[src/rtl/field_pack_pkg.sv]
// -----------------------------------------------------------------------------
// field_pack_pkg
// Shared types and geometry for the 5-bit-field to 8-bit-byte pack datapath.
//   pack_state_t : sequencer state (collecting fields / emitting bytes)
//   NFIELDS      : fields per frame
//   FIELD_W      : width of one input field
//   BYTE_W       : width of one output byte
//   WORD_W       : width of the packed word (NFIELDS*FIELD_W + 2-bit tag)
// -----------------------------------------------------------------------------
package field_pack_pkg;

    typedef enum logic {COLLECT, EMIT} pack_state_t;

    localparam int NFIELDS = 6;
    localparam int FIELD_W = 5;
    localparam int BYTE_W  = 8;
    localparam int WORD_W  = 32;

endpackage

[src/rtl/pack_word_split.sv]
// -----------------------------------------------------------------------------
// pack_word_split
// Combinational packer: concatenates six fields and a 2-bit tag into the word
// {a,b,c,d,e,f,tag} and splits it into four bytes, MSB first.
//   f_a..f_f : input fields, f_a lands in the most significant bits
//   tag      : constant appended as word[1:0]
//   byte_w   : word[31:24]
//   byte_x   : word[23:16]
//   byte_y   : word[15:8]
//   byte_z   : word[7:0]
// -----------------------------------------------------------------------------
module pack_word_split
    import field_pack_pkg::*;
(
    input  logic [FIELD_W-1:0] f_a,
    input  logic [FIELD_W-1:0] f_b,
    input  logic [FIELD_W-1:0] f_c,
    input  logic [FIELD_W-1:0] f_d,
    input  logic [FIELD_W-1:0] f_e,
    input  logic [FIELD_W-1:0] f_f,
    input  logic [1:0]         tag,
    output logic [BYTE_W-1:0]  byte_w,
    output logic [BYTE_W-1:0]  byte_x,
    output logic [BYTE_W-1:0]  byte_y,
    output logic [BYTE_W-1:0]  byte_z
);

    logic [WORD_W-1:0] word;

    assign word   = {f_a, f_b, f_c, f_d, f_e, f_f, tag};
    assign byte_w = word[31:24];
    assign byte_x = word[23:16];
    assign byte_y = word[15:8];
    assign byte_z = word[7:0];

endmodule

[src/rtl/field_pack_sequencer.sv]
// -----------------------------------------------------------------------------
// field_pack_sequencer
// Collects six 5-bit fields over a valid/ready handshake, packs them with a
// 2-bit tag into a 32-bit word and emits that word as four bytes (MSB first)
// over a second valid/ready handshake.
//   clk         : system clock, rising edge
//   resetn      : asynchronous active-low reset
//   clr         : synchronous abort of the partial / in-flight frame
//   in_valid    : in_field valid
//   in_field    : field value, first accepted field is the MSB field
//   in_ready    : block can accept a field (state only)
//   out_valid   : out_byte valid
//   out_byte    : current byte of the packed word
//   out_idx     : byte index 0..3 (w,x,y,z)
//   out_last    : high with the z byte
//   out_ready   : consumer accepts out_byte
//   frames_done : count of fully emitted frames, wraps
//   busy        : partial frame held or frame being emitted
// -----------------------------------------------------------------------------
module field_pack_sequencer
    import field_pack_pkg::*;
#(
    parameter logic [1:0] TAG   = 2'b11,
    parameter int         CNT_W = 8
) (
    input  logic               clk,
    input  logic               resetn,
    input  logic               clr,
    input  logic               in_valid,
    input  logic [FIELD_W-1:0] in_field,
    output logic               in_ready,
    output logic               out_valid,
    output logic [BYTE_W-1:0]  out_byte,
    output logic [1:0]         out_idx,
    output logic               out_last,
    input  logic               out_ready,
    output logic [CNT_W-1:0]   frames_done,
    output logic               busy
);

    localparam int SR_W = (NFIELDS - 1) * FIELD_W;

    pack_state_t          state_q, state_d;
    logic [2:0]           field_cnt_q, field_cnt_d;
    logic [SR_W-1:0]      sr_q, sr_d;
    logic [WORD_W-1:0]    word_q, word_d;
    logic                 out_valid_q, out_valid_d;
    logic [1:0]           out_idx_q, out_idx_d;
    logic [CNT_W-1:0]     frames_done_q, frames_done_d;

    logic [BYTE_W-1:0]    byte_w, byte_x, byte_y, byte_z;

    // The shift register always holds the five most recent fields, so on the
    // sixth accept it plus the live in_field form the complete frame.
    pack_word_split u_split (
        .f_a    (sr_q[24:20]),
        .f_b    (sr_q[19:15]),
        .f_c    (sr_q[14:10]),
        .f_d    (sr_q[9:5]),
        .f_e    (sr_q[4:0]),
        .f_f    (in_field),
        .tag    (TAG),
        .byte_w (byte_w),
        .byte_x (byte_x),
        .byte_y (byte_y),
        .byte_z (byte_z)
    );

    always_comb begin
        state_d       = state_q;
        field_cnt_d   = field_cnt_q;
        sr_d          = sr_q;
        word_d        = word_q;
        out_valid_d   = out_valid_q;
        out_idx_d     = out_idx_q;
        frames_done_d = frames_done_q;

        if (clr) begin
            // Abort wins over both handshakes; completed-frame count is kept.
            state_d     = COLLECT;
            field_cnt_d = 3'd0;
            out_valid_d = 1'b0;
            out_idx_d   = 2'd0;
        end else begin
            case (state_q)
                COLLECT: begin
                    if (in_valid) begin
                        sr_d = {sr_q[SR_W-FIELD_W-1:0], in_field};
                        if (field_cnt_q == 3'(NFIELDS - 1)) begin
                            word_d      = {byte_w, byte_x, byte_y, byte_z};
                            field_cnt_d = 3'd0;
                            state_d     = EMIT;
                            out_idx_d   = 2'd0;
                            out_valid_d = 1'b1;
                        end else begin
                            field_cnt_d = field_cnt_q + 3'd1;
                        end
                    end
                end
                EMIT: begin
                    if (out_valid_q && out_ready) begin
                        out_idx_d = out_idx_q + 2'd1;
                        if (out_idx_q == 2'd3) begin
                            out_valid_d   = 1'b0;
                            state_d       = COLLECT;
                            frames_done_d = frames_done_q + CNT_W'(1);
                        end
                    end
                end
                default: state_d = COLLECT;
            endcase
        end
    end

    always_ff @(posedge clk or negedge resetn) begin
        if (!resetn) begin
            state_q       <= COLLECT;
            field_cnt_q   <= 3'd0;
            sr_q          <= '0;
            word_q        <= '0;
            out_valid_q   <= 1'b0;
            out_idx_q     <= 2'd0;
            frames_done_q <= '0;
        end else begin
            state_q       <= state_d;
            field_cnt_q   <= field_cnt_d;
            sr_q          <= sr_d;
            word_q        <= word_d;
            out_valid_q   <= out_valid_d;
            out_idx_q     <= out_idx_d;
            frames_done_q <= frames_done_d;
        end
    end

    // Byte select straight from the registered word: stable under back-pressure
    // and zero immediately on reset.
    always_comb begin
        out_byte = word_q[31:24];
        case (out_idx_q)
            2'd0:    out_byte = word_q[31:24];
            2'd1:    out_byte = word_q[23:16];
            2'd2:    out_byte = word_q[15:8];
            default: out_byte = word_q[7:0];
        endcase
    end

    assign in_ready    = (state_q == COLLECT);
    assign out_valid   = out_valid_q;
    assign out_idx     = out_idx_q;
    assign out_last    = out_valid_q && (out_idx_q == 2'd3);
    assign frames_done = frames_done_q;
    assign busy        = (field_cnt_q != 3'd0) || (state_q == EMIT);

endmodule

[config.mk]
export PLATFORM = sky130hd
export DESIGN_NAME = field_pack_sequencer
export DESIGN_NICKNAME = d
export VERILOG_FILES = /design/src/rtl/field_pack_pkg.sv /design/src/rtl/pack_word_split.sv /design/src/rtl/field_pack_sequencer.sv
export SDC_FILE = /design/constraint.sdc
export NUM_CORES = 1
export LEC_CHECK = 0
export ABC_CLOCK_PERIOD_IN_PS = 4770
export CORE_AREA = 2 2 90 92
export CTS_CLUSTER_DIAMETER = 150
export DETAILED_ROUTE_END_ITERATION = 12
export DIE_AREA = 0 0 92 94
export PLACE_DENSITY_LB_ADDON = 0.05
export SYNTH_ARGS = -nofsm -noshare
export SYNTH_HDL_FRONTEND = slang
export SYNTH_SLANG_ARGS = --single-unit
[constraint.sdc]
create_clock -name clk -period 4.77 [get_ports clk]
set_clock_uncertainty 0.1 [all_clocks]
set_input_delay 1.431 -clock clk [delete_from_list [all_inputs] [get_ports clk]]
set_output_delay 1.431 -clock clk [all_outputs]
set_load 0.02 [all_outputs]
==> reports/metrics.cfg <==
[status]
status = finished clean

[route]
drc = 0
drtPass1Iterations = 4
ant_nets = 0
via_per_inst = 4.99
wire_per_inst_um = 16.6
drt-initial-drc-count = 158
wirelength_mm = 6.04
num_vias = 1813

[sta]
fmax_mhz = 254
worst_slew_pin_slew_ns = 1.05
final.setup.tns_ns = 0
slew_violations = 0
maxSlewHeadroom = 0.302
rsz0062_at_grt = no
period_minus_slack_ns = 3.94
period_share = 0.826
finalHoldViolations = 0
setup_viol = 0

[place]
portBuffers = 31
place_inst = 347
gp_congestion = 0.718
dp_hpwl_mm = 3.94

[finish]
nFillCells = 684
drive_gt1_frac = 0.310
insertedDiodeCount = 0
instances_no_fill = 363
area_growth_pct = 17.3
finalCoreUtilization = 0.494
nets = 272

[critical_path]
rr_endpoint = word_q[29]
start_kind = flop
crit_required_ns = 3.24
reg2reg_from = field_cnt_q[1]
cp_max_fo = 8
reg2regPathDepth = 3
critPathKind = flop to output pin
cp-end-kind = output pin
r2r_setup_slack_ns = 2.55
arrival_ns = 2.41

[clocking]
cts_setup_buffers = 0
cts_htree_levels = 3
cts_buffers = 9
hold_buffers = 0
cts_tree = built
clk_latency_ns = 0.34
cts.repair.resized = 0
clockBufferDepth = 2
path_clk_slew_ns = 0.08
root_buffer = clkbuf_8
cts.sinks = 71

[logic_synthesis]
syn_nets = 239
synth_edf_count = 0
synthesis.area_um2 = 3200
synth_top_area_frac = 0.554
ys.flop_type = dfrtp_1
synth-seq-area-share = 0.554
ys_ff_latch = 71
syn_avg_cell_area_um2 = 14.4
ys_types = 34
synth_common_cells = 71 x dfrtp_1, 28 x mux2_2, 28 x mux2_4
yosysWarningCount = 0
syn-instance-count = 223
synthTopCellsByArea = dfrtp_1 55%, mux2_4 13%, mux2_2 9.8%, mux2i_1 2.5%, ha_1 2.3%
yosysTopAreaCell = dfrtp_1
synth.most_common_cell = dfrtp_1
ys_async_sr_fraction = 1.00

[floorplanning]
start_util = 0.421
rows = 32
die_w_um = 92
dieArea_um2 = 8650
die_h_um = 94
pin_count = 32
coreArea_um2 = 7610

[grt]
grt_pass1_vias = 1890
grt-ovfl-total = 0
track_usage = 0.157
antenna_found_initial = 0
grt_pass1_wl_mm = 10.3
grt_start_max_net_pins = 33

[power_and_ir_drop]
power_density_nw_per_um2 = 360
ir_worst_vdd_v = 0.000173
p_leak_nw = 1.80

[flow_run]
maxCapViolations = 0

[worst_hold_path]
min_to = word_q[1]
holdCritPathClass = flop to flop
holdPathStages = 1
hp-start = word_q[1]

worst max-delay path, stage by stage (launching register included):
cell and delay, ns:
dfrtp_1 0.43, inv_1 0.15, ha_1 0.44, a222oi_1 0.21, mux2i_1 0.21, clkdlybuf4s50_1 0.64
how the worst max path moves through the flow:
stage | from | to | slack (ns)
floorplan | out_idx[0] | out_byte[2] | 1.72
global placement | in_valid | word_q[27] | 1.09
detailed placement | in_valid | word_q[5] | 1.07
CTS | out_idx[0] | out_byte[5] | 0.76
global route | out_idx[0] | out_byte[4] | 0.68
finish | out_idx[0] | out_byte[5] | 0.83
per-stage QoR:
stage	hold WS, ns	setup slack (ns)	total power, mW	area [µm²]
6_report	0.369	0.829	1.35	3760
3_5_place_dp	0.353	1.07	0.892	3560
4_1_cts	0.374	0.764	1.38	3760
3_3_place_gp	0.351	1.09	0.887	3560
5_1_grt	0.383	0.677	1.43	3760
2_1_floorplan	0.335	1.72	0.830	3200
area by class of cell:
cell class	instances	area (µm²)	area share
clock inverter	6	60.1	0.0160
clock buffer	10	138	0.0366
sequential	71	1780	0.473
inverter	11	41.3	0.0110
timing repair buffer	35	335	0.0892
multi-input combinational	128	1280	0.341
tap	102	128	0.0340
cells in the final DEF (no fill, tap or decap), drive strengths merged:
master          n
bufinv          1
nor2            7
or3             1
xor2            7
and2            1
clkbuf         10
nand3           2
nand3b          1
dfrtp          71
buf             5
mux2i           8
clkinv          3
nand4b          1
nand2           4
nor4            2
xnor2           1
a222oi          6
nor3            4
clkdlybuf4s50  30
a211oi          4
a21oi           5
nor2b           3
nand2b          2
ha              6
a21boi          1
or3b            1
mux2           56
clkinvlp        2
a22oi           2
inv            11
nand4           3
power by group:
group / leakage [nW] / internal, mW / switching (mW) / total (mW)
Sequential: 0.938 / 0.683 / 0.0588 / 0.742
Clock: 0.0981 / 0.253 / 0.224 / 0.477
Combinational: 0.759 / 0.0863 / 0.0473 / 0.134
layer usage:
layer  GRT usage  vias to the layer above  routed length (µm)  share of wire
met4      0.0522                        0                  55         0.0091
li1            -                      859                   -              -
met3      0.0514                        4                 262          0.043
met5           0                        -                   0              0
met2       0.218                       37                2610           0.43
met1       0.232                      913                3100           0.51
state kept, by name, summed over array words and instances, names as in the netlist:
register and count:
state_q 1, out_idx 2, out_valid 1, field_cnt_q 3, sr_q 25, frames_done 8, word_q 31
kinds of logic (layout without fill, tap and decap cells):
group | Yosys count | in the layout | synth area share
mux | 64 | 64 | 0.255
simple gates | 32 | 32 | 0.0555
flops | 71 | 71 | 0.554
compound gates | 18 | 18 | 0.0430
xor+xnor | 8 | 8 | 0.0219
buf+inv | 24 | 62 | 0.0472
fa+ha+maj | 6 | 6 | 0.0234
Power figures use the tool's default switching activity.
